<file path="config.mk">
export PLATFORM = sky130hd
export DESIGN_NAME = game_state_ctrl
export DESIGN_NICKNAME = d
export VERILOG_FILES = /design/src/rtl/game_state_ctrl.sv
export SDC_FILE = /design/constraint.sdc
export NUM_CORES = 1
export LEC_CHECK = 0
export BUFFER_PORTS_ARGS = -buffer_cell sky130_fd_sc_hd__buf_2
export CORE_ASPECT_RATIO = 0.8
export CORE_MARGIN = 8
export CORE_UTILIZATION = 60
export CTS_CLUSTER_SIZE = 30
export DETAILED_ROUTE_END_ITERATION = 6
export PLACE_DENSITY_LB_ADDON = 0.12
export SLEW_MARGIN = 20
export SYNTH_ARGS = -nofsm -noshare
export SYNTH_HDL_FRONTEND = slang
export SYNTH_SLANG_ARGS = --single-unit
</file>
<file path="constraint.sdc">
create_clock -name clk -period 5.2 [get_ports clk]
set_clock_uncertainty 0.1 [all_clocks]
set_input_delay 1.04 -clock clk [delete_from_list [all_inputs] [get_ports clk]]
set_output_delay 1.04 -clock clk [all_outputs]
set_load 0.03 [all_outputs]
</file>
<file path="src/rtl/game_state_ctrl.sv">
// game_state_ctrl: global game sequencer (IDLE/COUNTDOWN/GAME/PAUSE/OVER)
// Optional button debounce is enabled by defining DEBOUNCE_EN.
module game_state_ctrl #(
   parameter int unsigned COUNTDOWN_SECS = 3,
   parameter int unsigned GAME_SECS      = 60,
   parameter logic [15:0] DEB_CYCLES     = 16'd50000
) (
   input  logic       clk,
   input  logic       reset,
   input  logic       btnR,
   input  logic       btnL,
   input  logic       pauseSwitch,
   input  logic       oneHz_CLK,
   output logic [2:0] output_state,
   output logic [3:0] count_left,
   output logic [7:0] time_left,
   output logic       display_combo_en,
   output logic       round_start,
   output logic       game_over
);

   typedef enum logic [2:0] {
      S_IDLE      = 3'd0,
      S_COUNTDOWN = 3'd1,
      S_GAME      = 3'd2,
      S_PAUSE     = 3'd3,
      S_OVER      = 3'd4
   } state_t;

   localparam logic [3:0] LP_CD_SECS   = 4'(COUNTDOWN_SECS);
   localparam logic [7:0] LP_GAME_SECS = 8'(GAME_SECS);

   // Reject out-of-range parameters at elaboration
   if (COUNTDOWN_SECS < 1 || COUNTDOWN_SECS > 15 ||
       GAME_SECS < 1 || GAME_SECS > 255 ||
       DEB_CYCLES == 16'd0) begin : g_bad_param
      $error("game_state_ctrl: parameter out of range");
   end

   // bit order: {oneHz_CLK, pauseSwitch, btnL, btnR}
   logic [3:0] w_in_raw;
   logic [3:0] r_sync1;
   logic [3:0] r_sync2;
   logic [1:0] w_btn_lvl;
   logic [2:0] w_edge_lvl;
   logic [2:0] r_hist;
   logic       w_start;
   logic       w_quit;
   logic       w_tick;
   logic       w_pause;

   state_t     r_state;
   logic [3:0] r_count;
   logic [7:0] r_time;
   logic       r_combo_en;
   logic       r_round_start;
   logic       r_game_over;

   assign w_in_raw = {oneHz_CLK, pauseSwitch, btnL, btnR};

   // Two-flop synchroniser on every asynchronous input
   always_ff @(posedge clk or posedge reset) begin
      if (reset) begin
         r_sync1 <= '0;
         r_sync2 <= '0;
      end else begin
         r_sync1 <= w_in_raw;
         r_sync2 <= r_sync1;
      end
   end

`ifdef DEBOUNCE_EN
   logic [15:0] r_deb_cnt [2];
   logic [1:0]  r_deb_lvl;

   // Buttons: debounced level follows sync level after DEB_CYCLES stable clks
   always_ff @(posedge clk or posedge reset) begin
      if (reset) begin
         r_deb_cnt[0] <= '0;
         r_deb_cnt[1] <= '0;
         r_deb_lvl    <= '0;
      end else begin
         for (int i = 0; i < 2; i++) begin
            if (r_sync2[i] != r_deb_lvl[i]) begin
               if (r_deb_cnt[i] >= DEB_CYCLES - 16'd1) begin
                  r_deb_lvl[i] <= r_sync2[i];
                  r_deb_cnt[i] <= '0;
               end else begin
                  r_deb_cnt[i] <= r_deb_cnt[i] + 16'd1;
               end
            end else begin
               r_deb_cnt[i] <= '0;
            end
         end
      end
   end

   assign w_btn_lvl = r_deb_lvl;
`else
   assign w_btn_lvl = r_sync2[1:0];
`endif

   assign w_edge_lvl = {r_sync2[3], w_btn_lvl};

   // Edge-history flops for start, quit and tick detection
   always_ff @(posedge clk or posedge reset) begin
      if (reset) begin
         r_hist <= '0;
      end else begin
         r_hist <= w_edge_lvl;
      end
   end

   assign w_start = w_edge_lvl[0] & ~r_hist[0];
   assign w_quit  = w_edge_lvl[1] & ~r_hist[1];
   assign w_tick  = w_edge_lvl[2] & ~r_hist[2];
   assign w_pause = r_sync2[2];

   // Game FSM with registered counters, pulses and combo enable
   always_ff @(posedge clk or posedge reset) begin
      if (reset) begin
         r_state       <= S_IDLE;
         r_count       <= '0;
         r_time        <= '0;
         r_combo_en    <= 1'b0;
         r_round_start <= 1'b0;
         r_game_over   <= 1'b0;
      end else begin
         r_round_start <= 1'b0;
         r_game_over   <= 1'b0;
         r_combo_en    <= 1'b0;
         case (r_state)
            S_IDLE: begin
               if (w_start && !w_quit && !w_pause) begin
                  r_state <= S_COUNTDOWN;
                  r_count <= LP_CD_SECS;
               end
            end
            S_COUNTDOWN: begin
               if (w_quit) begin
                  r_state <= S_IDLE;
                  r_count <= '0;
               end else if (w_tick) begin
                  if (r_count > 4'd1) begin
                     r_count <= r_count - 4'd1;
                  end else if (r_count == 4'd1) begin
                     r_state       <= S_GAME;
                     r_count       <= '0;
                     r_time        <= LP_GAME_SECS;
                     r_round_start <= 1'b1;
                     r_combo_en    <= 1'b1;
                  end
               end
            end
            S_GAME: begin
               r_combo_en <= 1'b1;
               if (w_quit) begin
                  r_state    <= S_IDLE;
                  r_time     <= '0;
                  r_combo_en <= 1'b0;
               end else if (w_pause) begin
                  r_state    <= S_PAUSE;
                  r_combo_en <= 1'b0;
               end else if (w_tick) begin
                  if (r_time > 8'd1) begin
                     r_time <= r_time - 8'd1;
                  end else if (r_time == 8'd1) begin
                     r_state     <= S_OVER;
                     r_time      <= '0;
                     r_game_over <= 1'b1;
                     r_combo_en  <= 1'b0;
                  end
               end
            end
            S_PAUSE: begin
               if (w_quit) begin
                  r_state <= S_IDLE;
                  r_time  <= '0;
               end else if (!w_pause) begin
                  r_state    <= S_GAME;
                  r_combo_en <= 1'b1;
               end
            end
            S_OVER: begin
               r_time <= '0;
               if (w_start || w_quit) begin
                  r_state <= S_IDLE;
               end
            end
            default: begin
               r_state <= S_IDLE;
               r_count <= '0;
               r_time  <= '0;
            end
         endcase
      end
   end

   assign output_state     = r_state;
   assign count_left       = r_count;
   assign time_left        = r_time;
   assign display_combo_en = r_combo_en;
   assign round_start      = r_round_start;
   assign game_over        = r_game_over;

endmodule

</file>
* Word level (Yosys, flattened, before mapping)
Index checks and enable logic that the tools add are counted.
Cells by class: add/sub/neg operators 2, $lt $le $gt $ge 2, equal/unequal tests 24, mux-type cells 50, bitwise gates (word level) 8, reductions and logical operators 10
Operators by type and width (count):
- two-way mux 8 bit | 10
- two-way mux 3 bit | 13
- one-hot mux 8 bit (4 select lines) | 1
- two-way mux 4 bit | 5
- != test 4 bit (second input constant) | 5
- two-way mux 1 bit | 18
- != test 3 bit (second input constant) | 6
- AND reduction 9 bit | 2
- one-hot mux 3 bit (5 select lines) | 1
- != test 2 bit (second input constant) | 7
- one-hot mux 4 bit (3 select lines) | 1
- equality test 8 x 1 -> 1 bit (second input constant) | 1
- greater-than comparator 8 x 1 -> 1 bit (second input constant) | 1
- subtractor 8 x 1 -> 8 bit (second input constant) | 1
- equality test 3 x 2 -> 1 bit (second input constant) | 2
- NOT 1 bit | 5
- equality test 4 x 1 -> 1 bit (second input constant) | 1
- greater-than comparator 4 x 1 -> 1 bit (second input constant) | 1
- AND reduction 4 bit | 1
- subtractor 4 x 1 -> 4 bit (second input constant) | 1
- bitwise AND 1 bit | 3
- equality test 3 x 1 -> 1 bit (second input constant) | 1
- equality test 3 bit (second input constant) | 1
- zero test 3 bit | 1
- 5 further kinds | 7
Word-level totals: register bits 29, input bits 6, output and inout bits 18, logic and storage cells 105

* Logic depth before layout (Yosys ltp)
depth after elaboration 7, depth in mapped cells 7, gate-level depth less buffers 7

* Worst setup path after synthesis
No wires, ideal clock.
path type register to register, start point register r_state[0], in the netlist output_state[0], end point register r_time[0], in the netlist time_left[0], setup time 0.125 ns, data arrival time 1.806 ns, required time 4.975 ns, setup slack 3.169 ns, cell stages (with the launch flop) 7, path buffers 1, period minus slack after synthesis 2.031 ns, path through dfrtp_1 buf_4 or2_1 a31oi_2 o31ai_4 a21oi_2 mux2_4
On the way: cells in the longest elaborated chain, start to end 3, elaborated cells on any way between the ends 15, classes of those cells 11 x eq/ne; 1 x mux; 1 x bitwise; 2 x reduce/logical
Ends and longest elaborated chain:
- start, declared | line 52 | state_t r_state;
- start signal, assigned | line 122 | r_state <= S_IDLE;
- start signal, assigned | line 135 | r_state <= S_COUNTDOWN;
- start signal, assigned | line 141 | r_state <= S_IDLE;
- equality test 3 x 2 -> 1 bit, or another cell as far along | line 132 | case (r_state)
- != test 4 bit (no source line), or another cell as far along
- AND reduction 9 bit (no source line)
- end signal, assigned | line 166 | r_time <= r_time - 8'd1;
- end, declared | line 54 | logic [7:0] r_time;
Several ways; a longest one is shown, not always the timed one. A chain may end at the register's enable or synchronous reset.

* Final worst setup path
start point register r_state[2], in the netlist output_state[2], end point output port output_state[2]
RTL lines:
- end, declared | line 14 | output logic [2:0] output_state,
No word-level cell between the ends.

==> reports/qor.json <==
{
  "outcome": {
    "run_status": "finished clean"
  },
  "routing": {
    "drt.antenna.violating_nets": 0,
    "post_drt_wl_per_cell_microns": 15.5,
    "route.final.wire_length_microns": 3490,
    "drt-pass1-iter-count": 4,
    "via_count": 1374,
    "initialDrtViolationCount": 182,
    "post_drt_via_cell_ratio": 6.11,
    "drc": 0
  },
  "synthesis": {
    "syn-cell-area_sq_mm": 0.00160,
    "yosys.area.top_type_share": 0.455,
    "synth_top_family_by_area": "simple AND/OR/NAND/NOR gates",
    "dominantRegCellSynth": "dfrtp_1",
    "part_of_the_yosys_area_used_for_sequential_elements": 0.455,
    "synth_cell_types": 49,
    "synth_enable_flop_cells": 0,
    "post_synth_main_area_contributors": "dfrtp_1, ha_1, inv_1",
    "synth-adder-area-share": 0.0313,
    "post-synth-top-area-cell": "dfrtp_1",
    "ys_async_sr_fraction": 1.00,
    "syn_avg_cell_area_sq_um": 9.73,
    "synthCells": 164,
    "yosys.area_share.xor_xnor": 0,
    "synth_simple_gate_area_share": 0.252,
    "synth_compound_area_frac": 0.180,
    "synth.ff_latch_count": 29,
    "synth.net_count": 174,
    "post_synth_mux_area_share": 0.0329,
    "synth-warning-count": 0
  },
  "floorplanning": {
    "design.portCount": 24,
    "initial_utilization": 0.643,
    "area_of_the_die_sq_mm": 0.00458,
    "floorplan.core_area_sq_mm": 0.00248,
    "die-height_microns": 62.1,
    "placement_rows": 16,
    "die_w_microns": 73.7
  },
  "global_route": {
    "grt_pass1_wl_microns": 6030,
    "vias_in_the_first_global_route": 1229,
    "grt_start_max_net_pins": 30,
    "globalRouteTotalUtil": 0.167,
    "grt_antenna_before_repair": 0,
    "grt-ovfl-total": 0
  },
  "timing": {
    "relSlewSlack": 0.602,
    "report.final.hold_viol_count": 0,
    "rsz0062_at_grt": "no",
    "timing_max_transition_violations_final": 0,
    "post-route-period-util": 0.450,
    "worst_slew_pin_slew_ns": 0.596,
    "period_minus_slack_ns": 2.34,
    "timing.setup.tns_ns": 0,
    "max_freq_mhz": 428,
    "setup_viol": 0
  },
  "worst_setup_path": {
    "endpoint_kind": "output pin",
    "buffers_inverters_on_critical_path": 1,
    "worstSetupPathType": "flip-flop to output pin",
    "worst_path_largest_cell_delay_ns": 0.59,
    "cp.arrival_ns": 1.20,
    "rr_worst_depth": 5,
    "crit_family": "flip-flops",
    "cp_num_cells": 1,
    "cpMaxStageDelayCell": "dfrtp_1",
    "timing.critical_path.cells": "buf_2",
    "path_max_fanout": 14,
    "crit_path_start_kind": "flip-flop",
    "worstPathRequired_ns": 4.06
  },
  "hold_path": {
    "hold_path_cell_cnt": 0,
    "hp-class": "flip-flop to flip-flop"
  },
  "finish": {
    "syn2layout_area_growth_pct": 13.7,
    "n_antenna_cell": 0,
    "layout-drive-gt1-share": 0.233,
    "layout.cells.non_filler": 225,
    "fin_util": 0.731,
    "commonest_cells_after_routing_fill_and_taps_aside": "dfrtp_1, buf_2, nor2_1, inv_1, nand2_1",
    "n_fill_cell": 189,
    "final_net_count": 198,
    "leading_cell_type_in_the_layout_fill_and_taps_excluded": "dfrtp_1"
  },
  "clock_network": {
    "cts_htree_levels": 2,
    "worstSkewPairLatency_ns": 0.33,
    "clock_tree_from_tritoncts": "yes",
    "cts_post_setup_buffers_inserted": 0,
    "root_buffer": "clkbuf_4",
    "cts-root-to-sink-buffers": 2,
    "cts_inserted_buffers": 5,
    "register_clock_pin_slew_on_the_reported_worst_setup_and_hold_paths_ns": 0.10,
    "cts-resized-gates": 0,
    "cts_hold_buf": 0,
    "tritoncts_num_sinks": 29
  },
  "placement": {
    "port_buffers": 23,
    "dp_hpwl_microns": 2590,
    "gp_congestion": 0.997,
    "dp_cells": 217
  },
  "job": {
    "cap_violations": 0
  },
  "power_and_ir_drop": {
    "max_vdd_drop_uv": 309,
    "power.leakage_nw": 0.838,
    "power_density_mw_per_mm2": 603
  }
}
-- routing by layer --
| metal | wire [microns] | GRT usage | vias up |
|---|---|---|---|
| met1 | 1690 | 0.254 | 644 |
| met4 | 19 | 0.0622 | 0 |
| met5 | 0 | 0 | - |
| met2 | 1480 | 0.207 | 66 |
| li1 | - | - | 661 |
| met3 | 298 | 0.0561 | 3 |
-- power breakdown --
part           internal (mW)  leakage [nW]  switching (mW)  total (mW)
Sequential             0.268         0.366          0.0657       0.334
Clock                  0.114        0.0445          0.0797       0.194
Combinational          0.208         0.428           0.358       0.566
Total                  0.591         0.838           0.503        1.09
-- flip-flops by register name, indices dropped and copies added (netlist names) --
name              cells
display_combo_en      1
time_left             8
output_state          3
r_sync2               4
round_start           1
r_hist                3
game_over             1
r_sync1               4
count_left            4
-- path summary, 6_finish.rpt --
kind	endpoint	start	slack (ns)
worst max-delay path	output_state[2]	output_state[2]	2.86
worst min-delay path	r_sync2[2]	r_sync1[2]	0.25
worst max register to register	time_left[0]	time_left[4]	3.08
worst min register to register	r_sync2[2]	r_sync1[2]	0.25
max in group asynchronous	display_combo_en	reset	3.93
min in group asynchronous	output_state[2]	reset	0.67
-- kinds of logic after synthesis --
family,after synthesis
buffers and inverters,19
muxes,4
and+or+nand+nor,70
DFF,29
AOI/OAI and AO/OA,38
adders and majority gates,4
-- cell type report --
class,instances,area [sq um],share of cell area
tap,36,45.0,0.0248
clock buffer,6,51.3,0.0283
sequential,29,726,0.400
timing repair buffer,23,115,0.0634
clock inverter,2,37.5,0.0207
inverter,13,48.8,0.0269
multi-input combinational,116,792,0.436
-- synthesized netlist by cell type (4+ instances only) --
cell type  count
nand2_1       12
or3_1          5
nand3_1        7
inv_1         13
a21oi_1        4
ha_1           4
nor2_1        12
o22ai_1        4
nor4_1         4
nand2b_1       4
o21ai_0        4
nor3_1         5
dfrtp_1       29
-- metrics by stage --
step           power [mW]  hold slack, ns  cell area (sq um)  setup slack (ns)
6_report             1.09           0.254               1820              2.86
5_1_grt              1.18           0.270               1820              2.79
4_1_cts              1.09           0.256               1820              2.86
3_5_place_dp        0.894           0.235               1730              3.03
3_3_place_gp        0.880           0.232               1730              3.11
2_1_floorplan       0.766           0.231               1600              3.17
No activity file was read; power rests on OpenSTA's default activity.
